==> src/rtl/pushsw_mode_latch.sv <==
// Push-switch mode selector.
// Synchronizes and debounces six push switches. Each accepted press picks an
// ALU mode and captures the DIP operand value; every accepted press emits a
// one-cycle strobe.
module pushsw_mode_latch #(
  parameter int DEBOUNCE_CYCLES = 50000
) (
  input  logic       clk,
  input  logic       rst,
  input  logic [5:0] PUSHSW_input,
  input  logic [9:0] DIP_input,
  output logic [2:0] mode,
  output logic [9:0] operands,
  output logic       mode_strobe
);

  // Last counter value before a level change is accepted.
  localparam logic [15:0] CNT_LAST = 16'(DEBOUNCE_CYCLES - 1);

  logic [5:0] push_meta_q, push_sync_q;
  logic [9:0] dip_meta_q, dip_sync_q;
  logic [5:0] deb_vec;
  logic [5:0] deb_prev_q;
  logic [5:0] rise;

  logic [2:0] mode_q, mode_d;
  logic [9:0] operands_q, operands_d;
  logic       strobe_q, strobe_d;

  // Two-flop synchronizers for the raw push switches and the DIP bank.
  always_ff @(posedge clk or posedge rst) begin
    if (rst) begin
      push_meta_q <= '0;
      push_sync_q <= '0;
      dip_meta_q  <= '0;
      dip_sync_q  <= '0;
    end else begin
      push_meta_q <= PUSHSW_input;
      push_sync_q <= push_meta_q;
      dip_meta_q  <= DIP_input;
      dip_sync_q  <= dip_meta_q;
    end
  end

  // One independent debouncer per push switch.
  generate
    for (genvar gi = 0; gi < 6; gi++) begin : g_deb
      logic [15:0] cnt_q, cnt_d;
      logic        deb_q, deb_d;

      // Count consecutive cycles that disagree with the accepted level;
      // the count restarts whenever the input agrees again.
      always_comb begin
        cnt_d = cnt_q;
        deb_d = deb_q;
        if (push_sync_q[gi] == deb_q) begin
          cnt_d = '0;
        end else if (cnt_q == CNT_LAST) begin
          cnt_d = '0;
          deb_d = push_sync_q[gi];
        end else begin
          cnt_d = cnt_q + 16'd1;
        end
      end

      // Debounce counter and accepted level registers.
      always_ff @(posedge clk or posedge rst) begin
        if (rst) begin
          cnt_q <= '0;
          deb_q <= 1'b0;
        end else begin
          cnt_q <= cnt_d;
          deb_q <= deb_d;
        end
      end

      assign deb_vec[gi] = deb_q;
    end
  endgenerate

  // A press event is a 0->1 transition of the debounced level.
  assign rise = deb_vec & ~deb_prev_q;

  // Lowest-numbered rising switch wins; others in the same cycle are dropped.
  always_comb begin
    mode_d     = mode_q;
    operands_d = operands_q;
    strobe_d   = 1'b0;
    if (rise != 6'd0) begin
      strobe_d   = 1'b1;
      operands_d = dip_sync_q;
      if (rise[0])      mode_d = 3'd0;
      else if (rise[1]) mode_d = 3'd1;
      else if (rise[2]) mode_d = 3'd2;
      else if (rise[3]) mode_d = 3'd3;
      else if (rise[4]) mode_d = 3'd4;
      else              mode_d = (mode_q >= 3'd6) ? 3'd0 : mode_q + 3'd1;
    end
  end

  // Edge-detect history and registered outputs.
  always_ff @(posedge clk or posedge rst) begin
    if (rst) begin
      deb_prev_q <= '0;
      mode_q     <= '0;
      operands_q <= '0;
      strobe_q   <= 1'b0;
    end else begin
      deb_prev_q <= deb_vec;
      mode_q     <= mode_d;
      operands_q <= operands_d;
      strobe_q   <= strobe_d;
    end
  end

  assign mode        = mode_q;
  assign operands    = operands_q;
  assign mode_strobe = strobe_q;

endmodule

==> config.mk <==
export PLATFORM = sky130hd
export DESIGN_NAME = pushsw_mode_latch
export DESIGN_NICKNAME = d
export VERILOG_FILES = /design/src/rtl/pushsw_mode_latch.sv
export SDC_FILE = /design/constraint.sdc
export NUM_CORES = 1
export LEC_CHECK = 0
export CAP_MARGIN = 40
export CORE_MARGIN = 2
export CORE_UTILIZATION = 50
export DETAILED_ROUTE_END_ITERATION = 6
export GPL_TIMING_DRIVEN = 0
export PLACE_DENSITY_LB_ADDON = 0.05
export SLEW_MARGIN = 15
export SYNTH_ARGS = -nofsm -noshare
export SYNTH_HDL_FRONTEND = slang
export SYNTH_SLANG_ARGS = --single-unit
==> constraint.sdc <==
create_clock -name clk -period 5.6 [get_ports clk]
set_input_delay 1.12 -clock clk [delete_from_list [all_inputs] [get_ports clk]]
set_output_delay 1.12 -clock clk [all_outputs]
set_load 0.02 [all_outputs]
## Word level (Yosys, flattened, before mapping)

Index checks and enable logic that the tools add are counted.

- Magnitude comparators: 1
- Reductions and logical operators: 7
- Equal/unequal tests: 12
- Muxes and demuxes: 19
- Add/sub/neg operators: 7
- Bitwise operators: 8

Operators with widths:

| operator | number |
|---|---|
| 16-bit 2-to-1 mux | 12 |
| 16-bit by 1-bit adder with 16-bit output (second input constant) | 6 |
| 16-bit equality test (second input constant) | 6 |
| 3-bit 2-to-1 mux | 6 |
| 2-bit AND reduction | 6 |
| 6-bit bitwise AND | 1 |
| 1-bit equality test | 6 |
| 1-bit inverter | 6 |
| 6-bit inverter | 1 |
| 6-bit nonzero test | 1 |
| 3-bit by 1-bit adder with 3-bit output (second input constant) | 1 |
| 3-bit >= comparator (second input constant) | 1 |
| 1-bit 2-to-1 mux | 1 |

- Register bits: 154
- Input port bits: 18

## Longest topological paths before layout

Gate-level depths: netlist of the first run.

- Depth in word-level cells: 7
- Gate-level depth with buffers: 6
- Gate-level depth less buffers: 5

## Worst setup path before layout of the first run

No wires, ideal clock.

- Path type: reg-to-reg
- Start point: reg g_deb[0].cnt_q[5]
- End point: reg g_deb[0].cnt_q[10]
- Stages on the path, launching flop included: 6
- Data arrival time: 1629 ps
- Clock period less this slack: 1748 ps
- Path slack: 3852 ps
- Setup time: 119 ps
- Buffers on the path: 1
- Path through: dfrtp_1 nand4bb_1 or4_4 o31ai_4 buf_6 nor2_1

- Word-level cells in the longest chain between the ends: 3
- Elaborated cells on any way between the ends: 4
- Those cells by class: add/sub: 1; eq/ne: 1; mux: 2

RTL lines:

| element | RTL line | text |
|---|---|---|
| start, declared | 48 | `logic [15:0] cnt_q, cnt_d;` |
| start signal, assigned | 72 | `cnt_q <= cnt_d;` |
| 16-bit by 1-bit adder with 16-bit output or 16-bit equality test (tied branches) | 62, 58 |  |
| 16-bit 2-to-1 mux (*) | 58 | `end else if (cnt_q == CNT_LAST) begin` |
| 16-bit 2-to-1 mux (*) | 56 | `if (push_sync_q[gi] == deb_q) begin` |
| net g_deb[0].cnt_d[10] | 48 |  |

Mark *: on every way through the listed nets, which the timed path passes. The rest lies on a longest branch.
A chain may end at the register's enable or synchronous reset.

## Final worst setup path of the first run

- Start point: reg mode_q[1] (netlist: mode[1])
- End point: out mode[1]

RTL lines:

| element | RTL line | text |
|---|---|---|
| start, declared | 26 | `logic [2:0] mode_q, mode_d;` |
| start signal, assigned | 110 | `mode_q <= mode_d;` |
| end, declared | 12 | `output logic [2:0] mode,` |

No word-level cell between the ends.

==> results of run 1 <==
-- report_power, final --
part           leakage, µW  internal, µW  switching, µW  total [µW]
logic             0.000889          27.1           43.1        70.2
registers          0.00206          1140           15.1        1150
clock network     0.000314           801            421        1220
total              0.00327          1960            479        2440
-- worst paths after layout --
path	start	end	slack, ns	cells past startpoint
setup / recovery	mode[1]	mode[1]	3.01	1
hold / removal	dip_meta_q[4]	dip_sync_q[4]	0.35	0
setup reg to reg	g_deb[5].cnt_q[12]	g_deb[5].cnt_q[12]	3.63	5
hold reg to reg	dip_meta_q[4]	dip_sync_q[4]	0.35	0
max in group asynchronous	rst	g_deb[2].deb_q	3.69	3
min in group asynchronous	rst	g_deb[0].cnt_q[2]	1.16	2
-- cells in the final DEF (no fill, tap or decap), types with 2 or more instances in the layout --
cell type        Yosys  routed
dfrtp_1            154     154
nor2_1             102     102
xnor2_1             65      65
nand3_1             34      34
clkdlybuf4s50_1      0      31
nor3_1              25      25
nor4_1              23      23
inv_1               24      23
nand4_1             23      23
nand2_1             22      22
xor2_1              20      20
mux2_2              18      18
clkbuf_16            0      17
a21oi_1              7       7
ha_1                 7       7
nor4bb_1             6       6
and3_1               5       5
clkbuf_1             3       5
bufinv_16            0       5
nor2b_1              4       4
clkinv_4             0       4
a31o_2               3       3
nand2b_1             3       3
or3_1                3       3
nor4b_1              3       3
o41ai_4              2       2
buf_4                2       2
and4_1               2       2
nand3_2              2       2
or2_2                2       2
and2_1               2       2
o31ai_1              2       2
or4_1                2       2
clkinv_2             0       2
-- sequential cells by signal (all words and copies together) (netlist names) --
name	cells
deb_prev_q	6
dip_meta_q	10
dip_sync_q	10
g_deb.cnt_q	96
g_deb.deb_q	6
mode	3
mode_strobe	1
operands	10
push_meta_q	6
push_sync_q	6
-- routing by layer --
layer | wire, µm | part of all wire (%)
met1 | 5418 | 47
met4 | 63 | 0.55
met5 | 0 | 0
met3 | 464 | 4.0
met2 | 5521 | 48
-- logic make-up after synthesis --
group           after synthesis  synth area share (%)
simple gates                269                 20.78
flops                       154                 58.56
xor+xnor                     85                 11.31
buf+inv                      31                 2.015
compound gates               20                 2.928
mux                          18                 3.080
fa+ha+maj                     7                 1.331
-- cell type report --
type	instances	area, µm²
buffer	7	42.54
clock inverter	11	195.2
clock buffer	20	446.7
timing repair buffer	32	337.8
fill	1088	4938
multi-input combinational	399	2595
tap	172	215.2
inverter	24	97.59
sequential	154	3854
-- stage by stage --
| stage | setup slack [ns] | instances | hold slack (ns) | total power, µW |
|---|---|---|---|---|
| 2_1_floorplan | 0.3302 | 584 | 0.3312 | 1211 |
| 4_1_cts | 2.983 | 819 | 0.3488 | 2481 |
| 5_1_grt | 2.948 | 819 | 0.3521 | 2536 |
| 3_3_place_gp | -1.617 | 787 | 0.3310 | 1238 |
| 3_5_place_dp | 3.185 | 788 | 0.3355 | 1243 |
| 6_report | 3.010 | 819 | 0.3469 | 2443 |
==> qor.yml, run 1 <==
htree_levels: 4
crit_chain: "clkdlybuf4s50_1"
portBuffers: 31
antenna_found_initial: 0
cts_hold_buf: 0
coreArea_mm2: 0.01272
synth_common_cells: "dfrtp_1, nor2_1, xnor2_1"
ys_seq_elements: 154
clockBufferDepth: 2
place_area_mm2: 0.007142
path_max_fanout: 5
routed_wl_mm: 11.47
fp-row-count: 41
vias: 4259
required_ns: 4.48
arrival_ns: 1.47
ys_top_cells_by_area: "dfrtp_1, xnor2_1, nor2_1"
synth_nets: 609
synth_ff_type: "dfrtp_1"
setup_tns_ns: 0
post_drt_wl_per_cell_um: 14.00
path_clk_slew_ns: 0.05
die_y_um: 118.7
drtAntennaViolNets: 0
n_antenna_cell: 0
slowest_delay_ns: 0.65
syn2layout_area_growth_pct: 18.27
dp_hpwl_mm: 7.716
globalplace.congestion: 0.8003
die_w_um: 118.7
hold_violations: 0
relSlewSlack_pct: 65.96
worstMarginPinSlew_ns: 0.5106
min_period_over_period_pct: 46.26
cp_top_family: "buffers and inverters"
peakVddDrop_mv: 0.3339
initial_core_util_pct: 51.73
netlist_instances: 584
end_kind: "output port"
grt_max_degree: 81
met1_usage_pct: 22.34
cts_sinks: 154
synth_edf_count: 0
first_pass_iters: 5
drive_gt1_share_pct: 10.20
design.die.area_mm2: 0.01410
slew_violations: 0
setup_viol: 0
cp-start-kind: "flip-flop"
gr-total-overflow: 0
fin_nets: 660
synth.most_common_cell: "dfrtp_1"
p_leak_uw: 0.003265
yosysSeqAreaShare_pct: 58.56
cts_resized: 0
io_pins: 32
slowest_stage: "clkdlybuf4s50_1"
min_path_type: "flip-flop to flip-flop"
fin_crit_ns: 2.590
rsz0062_at_grt: "false"
root_buffer: "clkbuf_16"
status: "complete, no violations"
avgSynthCellArea_um2: 11.27
postLayoutCoreUtil_pct: 61.18
critical_path_class: "flip-flop to output port"
cts_setup_buffers: 0
drc: 0
max_freq_mhz: 386.0
fin_worst_skew_ns: 0.01033
path_buf_inv: 1
first_iter_violations: 296
p_per_area_mw_per_mm2: 313.8
met3_usage_pct: 6.178
grt_usage_pct: 17.46
viasPerCell: 5.200
synthArstFlopShare_pct: 100.0
postLayoutCellArea_mm2: 0.007784
clk_latency_ns: 0.42
cts_buffers: 17
synth_area_leader_cell: "dfrtp_1"
yosys_warnings: 0
ys_types: 43
grt_pass1_vias: 4253
drv_cap: 0
grt_pass1_wl_mm: 19.63
cts_tree: "built"
synth_top_area_share_pct: 58.56
netlist_area_mm2: 0.006581
grtUsageMet2_pct: 28.27
grt.busiest_layer: "met2"
Note: power is estimated with default switching activity, not from simulation.
==> inputs of run 2 (changes only) <==
Clock period 5.6 ns to 2.25 ns, I/O delays scaled along.
==> run 2 against run 1 <==
- clock-buffer cell count up 2
- critical endpoint is now g_deb[5].cnt_q[10]
- sequential share of layout area down 0.15 points
- first-iteration DRC count down 5.1%
- largest power group is now registers
==> qor.yml, run 2 (synthesis gave the netlist of run 1 again) <==
status: "complete, no violations"
postLayoutCellArea_mm2: 0.007807
die_y_um: 118.7
grt_pass1_wl_mm: 20.39
switching_share_pct: 20.71
place_ws_ns: 0.2948
dp_hpwl_mm: 7.748
place_area_mm2: 0.007198
mostFrequentLayoutCell: "dfrtp_1"
route.met2.wl_mm: 5.145
fin_crit_ns: 1.942
cp_top_family: "compound AO/OA/AOI/OAI gates"
routed_wl_mm: 11.39
largest_register_ffs: 96
slew_violations: 0
rsz0062_at_grt: "false"
io_pins: 32
antenna_found_initial: 0
slowest_delay_ns: 0.59
p_seq_share_pct: 48.5
fp-row-count: 41
postLayoutCoreUtil_pct: 61.37
coreArea_mm2: 0.01272
cp-start-kind: "flip-flop"
top_register: "g_deb.cnt_q"
drive_gt1_share_pct: 11.06
max_freq_mhz: 515.0
viasPerCell: 5.259
wl_met1_mm: 5.615
n_antenna_cell: 0
hp-start: "dip_meta_q[7]"
p_int_uw: 4676
clockBufferDepth: 2
first_iter_violations: 281
hold_violations: 0
fillers: 1074
drc: 0
cts_resized: 0
gr-total-overflow: 0
min_path_type: "flip-flop to flip-flop"
relSlewSlack_pct: 52.17
worstReg2RegStart: "g_deb[5].cnt_q[0]"
end_kind: "flip-flop"
design.die.area_mm2: 0.01410
wl_met3_um: 455
fin_worst_skew_ns: 0.007790
peakVddDrop_mv: 0.7283
setup_viol: 0
required_ns: 2.56
path_max_fanout: 10
first_pass_iters: 4
globalplace.congestion: 0.7985
clk_latency_ns: 0.42
worst_slack_ns: 0.3083
portBuffers: 31
grt_pass1_vias: 4338
cts_sinks: 154
p_clk_share_pct: 48.3
syn2layout_area_growth_pct: 18.63
cts_setup_buffers: 0
root_buffer: "clkbuf_16"
worstMarginPinSlew_ns: 0.7159
grt_usage_pct: 18.11
maxUsedRoutingLayer: "met4"
die_w_um: 118.7
cts_buffers: 17
grt_max_degree: 38
cts_hold_buf: 0
crit_chain: "ha_1 > nand3_1 > o41ai_4 > buf_4 > nor2_1"
fin_nets: 663
cts_tree: "built"
power_frac_comb_pct: 3.2
initial_core_util_pct: 51.73
post_drt_wl_per_cell_um: 13.84
drtAntennaViolNets: 0
drv_cap: 0
arrival_ns: 2.25
htree_levels: 4
path_clk_slew_ns: 0.06
p_leak_uw: 0.003256
critical_path_class: "flip-flop to flip-flop"
vias: 4328
path_buf_inv: 1
p_per_area_mw_per_mm2: 755.4
crit_path_start: "g_deb[5].cnt_q[0]"
netSwitchingPower_uw: 1222
min_period_over_period_pct: 86.30
mostFrequentLayoutCells: "dfrtp_1, nor2_1, xnor2_1"
slowest_stage: "o41ai_4"
run 2: changes by cell type in the layout (fill, tap and decap cells not counted), sizes merged:
cell / previous run / this run
clkinv: 6 / 2
buf: 5 / 8
bufinv: 5 / 2
inv: 24 / 23
clkinvlp: 0 / 7
clkbuf: 23 / 25
run 2: path summary, 6_finish.rpt:
| check | to | slack (ns) | cells past startpoint |
|---|---|---|---|
| max in group asynchronous | g_deb[5].cnt_q[4] | 0.98 | 4 |
| max reg2reg | g_deb[5].cnt_q[10] | 0.31 | 5 |
| min in group asynchronous | mode_strobe | 0.49 | 2 |
| min | dip_sync_q[7] | 0.35 | 0 |
| min reg2reg | dip_sync_q[7] | 0.35 | 0 |
| max | g_deb[5].cnt_q[10] | 0.31 | 5 |
run 2: area by class of cell:
class	count	area, µm²	area share [%]
Tap cell	172	215.2	2.756
Inverter	24	93.84	1.202
Buffer	7	42.54	0.5449
Multi-Input combinational cell	399	2595	33.24
Sequential cell	154	3854	49.36
Timing Repair Buffer	35	397.9	5.096
Clock inverter	10	115.1	1.474
Clock buffer	22	494.2	6.330
run 2: per-layer routing:
| metal | vias to the layer above | global-route usage (%) |
|---|---|---|
| met5 | - | 0 |
| met4 | 0 | 6.696 |
| met3 | 14 | 6.178 |
| met2 | 63 | 26.58 |
| met1 | 2132 | 24.97 |
| li1 | 2119 | - |
run 2: through the flow:
stage                     hold WS (ns)  cells  total power [µW]  setup TNS [ns]
after floorplan                 0.3312    584              3015          -22.32
after global placement          0.3325    787              3081         -211.71
after detailed placement        0.3355    791              3105               0
after CTS                       0.3485    823              5983               0
after global routing            0.3574    823              6146               0
final                           0.3468    823              5898               0
run 2: power by group through the flow:
stage / logic, µW / registers, µW / clock network [µW]
5_1_grt: 217 / 2870 / 3060
3_5_place_dp: 192 / 2910 / 0
6_report: 186 / 2860 / 2850
3_3_place_gp: 170 / 2910 / 0
2_1_floorplan: 111 / 2900 / 0
4_1_cts: 193 / 2860 / 2930
run 2: worst register-to-register path: stages, from the launching register on:
cell	delay (ns)
dfrtp_1	0.40
ha_1	0.21
nand3_1	0.29
o41ai_4	0.59
buf_4	0.27
nor2_1	0.07
==> RTL change 1: new RTL, flow settings as in run 2 <==
Reset style: synchronous (`rst`), changed in 3 clocked blocks.
--- a/src/rtl/pushsw_mode_latch.sv
+++ b/src/rtl/pushsw_mode_latch.sv
@@ -28,7 +28,7 @@
   logic       strobe_q, strobe_d;
 
   // Two-flop synchronizers for the raw push switches and the DIP bank.
-  always_ff @(posedge clk or posedge rst) begin
+  always_ff @(posedge clk) begin
     if (rst) begin
       push_meta_q <= '0;
       push_sync_q <= '0;
@@ -64,7 +64,7 @@
       end
 
       // Debounce counter and accepted level registers.
-      always_ff @(posedge clk or posedge rst) begin
+      always_ff @(posedge clk) begin
         if (rst) begin
           cnt_q <= '0;
           deb_q <= 1'b0;
@@ -99,7 +99,7 @@
   end
 
   // Edge-detect history and registered outputs.
-  always_ff @(posedge clk or posedge rst) begin
+  always_ff @(posedge clk) begin
     if (rst) begin
       deb_prev_q <= '0;
       mode_q     <= '0;
Check against the original RTL: no difference found for any inputs over 10 cycles, from zero or initial values and one cycle with rst high; that may be too few to reach the edited logic, so the function may still have changed.
==> RTL change 1 against run 2 <==
  * Cell area fell by 7.5%
  * Clock skew up 3.2 ps
  * Sequential power shrank 3%
  * Critical path depth increased by 1
  * Count of clock-buffer cells in the layout fell by 2
  * Synthesized area decreased by 6.8%
  * Worst setup slack worse by 65 ps
  * Sequential cell count did not move
  * Total power shrank 3.3%
  * Core utilization is 1.3 points lower
  * Via count is 6.1% higher
  * Wire length rose by 0.26%
==> RTL change 1: results (changes against run 2) <==
metric;value;unit;change
status;finished clean;;
grt_pass1_vias;4223;;-2.7%
async_reset_ff_share;0;%;-100 points
powerComb;0.000100;W;-46%
gp_congestion;0.8065;;+1.0%
wl_met1;5637;um;+0.39%
use_met2;29.78;%;+3.2 points
p_int;0.004576;W;-2.1%
ctsResizeCount;1;;+1
p_leak;2.293;nW;-30%
grt_use_total;18.79;%;+0.68 points
dp_hpwl;7933;um;+2.4%
multi_input_area_share;39.90;%;+6.7 points
drt_iter0_drc;298;;+6.0%
clockNetworkAreaShare;8.232;%;+0.43 points
seq_area_frac_synth;50.27;%;-8.3 points
buffer_area_share;5.685;%;+0.044 points
firstDrtPassIters;5;;+1
placed_area;6628;sq um;-7.9%
num-multi-input-gates;472;;+18%
hold_depth;1;;+1
synth-compound-area-share;3.182;%;+0.25 points
drive_gt1_share;5.372;%;-5.7 points
r2r-end;g_deb[1].cnt_q[11]$_SDFF_PP0_;;
syn_nets;689;;+13%
coreArea;12010;sq um;-5.6%
synthXorXnorAreaFrac;12.71;%;+1.4 points
crit_slowest_cell;clkdlybuf4s50_1;;
ir_worst_vdd;0.0008209;V;+13%
met3WireLength;544;um;+20%
worstRegToRegCells;7;;+2
pg_seq;0.00277;W;-3%
rr_startpoint;g_deb[1].cnt_q[0]$_SDFF_PP0_;;
arrival;2300;ps;+50 ps
n_sequential_cell;154;;unchanged
synth.mux.area_fraction;0.8160;%;-2.3 points
netlist_top_cells_count;154 x dfxtp_1, 112 x nor2_1, 76 x xnor2_1;;
grt_max_degree;17;;-55%
startpoint;rst;;
worst_pin_slew;526.1;ps;-189.9 ps
ff2ff_setup_slack;250;ps;-60 ps
vias_per_cell;5.262;;about the same
skew;11.02;ps;+3.228 ps
grt_util_met3;5.904;%;-0.27 points
worstHoldStart;dip_meta_q[5]$_SDFF_PP0_;;
nClkBuffers;20;;-9.1%
wire_per_inst;13.08;um;-5.5%
grt_pass1_wl;19630;um;-3.7%
crit_end;g_deb[0].cnt_q[10]$_SDFF_PP0_;;
p_switching;0.001129;W;-7.6%
==> RTL change 1: changes by cell type in the layout (fill, tap and decap cells not counted), sizes merged, moves of 6 or more <==
cell and change:
clkbuf +10, xnor2 +11, mux2 -18, nor2 +10, nor2b +38, nand3 +6
dfxtp +154, xor2 -7, nand4 +6, dfrtp -154, o21ai +11
==> RTL change 1: cells by family (layout without fill, tap and decap cells) <==
kind of cell    after synthesis  in the layout
fa+ha+maj                     7              7
buf+inv                      38            100
mux                           5              5
compound gates               33             33
simple gates                338            338
xor+xnor                     89             89
flops                       154            154
==> RTL change 1: through the flow <==
stage	hold WS (ps)	instances	setup WS [ps]	setup TNS, ps	utilization (%)
final	433.9	873	243.8	0	60.10
after global routing	459.4	873	64.26	0	60.10
after detailed placement	423.5	842	-595.0	-9209	55.18
after global placement	418.0	842	-592.3	-9772	55.18
after CTS	437.3	874	20.68	0	60.14
after floorplan	413.8	664	514.1	0	-
==> RTL change 2: new RTL, flow settings as in run 2 <==
Made on the original files. Set the parameter `DEBOUNCE_CYCLES` to 32768 (it was 50000).
--- a/src/rtl/pushsw_mode_latch.sv
+++ b/src/rtl/pushsw_mode_latch.sv
@@ -3,7 +3,7 @@
 // ALU mode and captures the DIP operand value; every accepted press emits a
 // one-cycle strobe.
 module pushsw_mode_latch #(
-  parameter int DEBOUNCE_CYCLES = 50000
+  parameter int DEBOUNCE_CYCLES = 32768
 ) (
   input  logic       clk,
   input  logic       rst,
Check against the original RTL: no difference found for any inputs over 10 cycles, from zero or initial values and one cycle with rst high; that may be too few to reach the edited logic, so the function may still have changed.
==> RTL change 2 against run 2 <==
  * Sequential cell count is the same
  * Critical path depth increased by 1
  * Clock power is 10% lower
  * Worst hold slack barely moved
  * Cell count shrank 0.49%
  * Wire length down 3.3%
  * Worst setup slack worse by 53 ps
  * First-iteration DRC count fell by 17%
  * Total power fell by 4.6%
  * Synthesized area down 0.46%
  * Cell area shrank 1.2%
  * Critical path type unchanged
  * Largest power group unchanged
  * Highest routed layer unchanged
==> RTL change 2: results (changes against run 2) <==
metric;value;unit;change
dp_hpwl;7707;um;-0.52%
ff2ff_setup_slack;250;ps;-50 ps
vias_per_cell;5.082;;-3.4%
worstRegToRegCells;6;;+1
synth_area_leaders;dfrtp_1 59%, xnor2_1 7.9%, nor2_1 5.8%;;
skew;7.425;ps;-0.3652 ps
grt_pass1_vias;4311;;-0.62%
p_leak;3.256;nW;about the same
syn_nets;606;;-0.49%
nets;661;;-0.30%
netlist_top_cells_count;154 x dfrtp_1, 102 x nor2_1, 59 x xnor2_1;;
gp_congestion;0.7555;;-5.4%
crit_slowest_cell;or3_1;;
grt_max_degree;35;;-7.9%
crit_end;g_deb[1].cnt_q[13]$_DFF_PP0_;;
grt_use_total;17.65;%;-0.46 points
dpl.cell_count;788;;-0.38%
clk_latency;420;ps;about the same
critPathTopFamily;simple AND/OR/NAND/NOR gates;;
ir_worst_vdd;0.0005874;V;-19%
post_synth_num_cell_types;45;;+4.7%
drt_iter0_drc;233;;-17%
startpoint;g_deb[1].cnt_q[0]$_DFF_PP0_;;
drive_gt1_share;10.82;%;-0.24 points
arrival;2300;ps;+50 ps
seq_area_frac_synth;58.82;%;+0.27 points
grt_pass1_wl;19670;um;-3.6%
worst_pin_slew;541.7;ps;-174.2 ps
cts_setup_buffers;0;;unchanged
num_vias;4162;;-3.8%
port_buffers;31;;unchanged
wire_per_inst;13.44;um;-2.8%
status;finished clean;;
max_stage_delay;450;ps;-140 ps
p_switching;0.001186;W;-2.9%
syn_inst;580;;-0.68%
crit_path_max_fanout;10;;unchanged
async_reset_ff_share;100.0;%;unchanged
cts_made_buffers;17;;unchanged
## RTL change 2: cell count changes in the layout (fill, tap and decap cells not counted), moves of 3 or more
cell,delta
o21ai_0,+3
clkbuf_8,-4
nor4bb_1,-6
xnor2_1,-6
mux2_2,-10
a21oi_1,+3
nand3_1,-4
nor4_1,-3
xor2_1,+5
clkinvlp_4,-4
clkinv_2,+4
mux2_4,+9
nor4b_1,-3
nor3_1,-4
## RTL change 2: stage by stage
stage | setup WS, ps | area [sq um] | hold WS (ps)
after global placement | -1412 | 7081 | 331.4
after global routing | 93.89 | 7717 | 352.3
after floorplan | -144.9 | 6555 | 331.2
final | 255.0 | 7717 | 347.0
after CTS | 220.4 | 7717 | 345.7
after detailed placement | 232.9 | 7188 | 335.5
## RTL change 2: routing by layer
metal	wire [um]	up-vias	GRT usage [%]
met3	426	13	6.708
met1	5332	2004	23.23
li1	-	2082	-
met5	0	-	0
met2	5122	63	26.99
met4	128	0	5.952
## RTL change 2: cells by family (layout without fill, tap and decap cells)
| family | after synthesis | in the layout | synth area share [%] |
|---|---|---|---|
| and+or+nand+nor | 257 | 257 | 19.65 |
| DFF | 154 | 154 | 58.82 |
| xor gates and xnor gates | 84 | 84 | 11.23 |
| buffers and inverters | 34 | 101 | 2.349 |
| AOI/OAI and AO/OA | 26 | 26 | 2.979 |
| muxes | 17 | 17 | 3.438 |
| adders and majority gates | 8 | 8 | 1.528 |
## RTL change 2: area by class of cell
| class | count | area (sq um) |
|---|---|---|
| fill | 1065 | 5005 |
| sequential | 154 | 3854 |
| multi-input combinational | 392 | 2544 |
| clock buffer | 22 | 454.2 |
| timing repair buffer | 36 | 417.9 |
| tap | 172 | 215.2 |
| inverter | 26 | 101.3 |
| clock inverter | 9 | 75.07 |
| buffer | 8 | 56.30 |
## RTL change 2: how the worst min path moves through the flow
stage / depth (start not counted) / slack (ps) / start / endpoint
finish: 0 / 350 / push_meta_q[2]$_DFF_PP0_ / push_sync_q[2]$_DFF_PP0_
global route: 0 / 350 / dip_meta_q[8]$_DFF_PP0_ / dip_sync_q[8]$_DFF_PP0_
CTS: 2 / 350 / rst / g_deb[4].cnt_q[4]$_DFF_PP0_
detailed placement: 0 / 340 / dip_meta_q[9]$_DFF_PP0_ / dip_sync_q[9]$_DFF_PP0_
global placement: 0 / 330 / dip_meta_q[6]$_DFF_PP0_ / dip_sync_q[6]$_DFF_PP0_
floorplan: 0 / 330 / dip_meta_q[0]$_DFF_PP0_ / dip_sync_q[0]$_DFF_PP0_
## RTL change 2: power by group through the flow
stage                     registers (W)  clock network [W]  logic [W]
final                           0.00287            0.00256   0.000201
after global routing            0.00287            0.00276   0.000233
after CTS                       0.00287            0.00263   0.000210
after detailed placement        0.00292                  0   0.000208
after global placement          0.00291                  0   0.000180
after floorplan                 0.00291                  0   0.000120
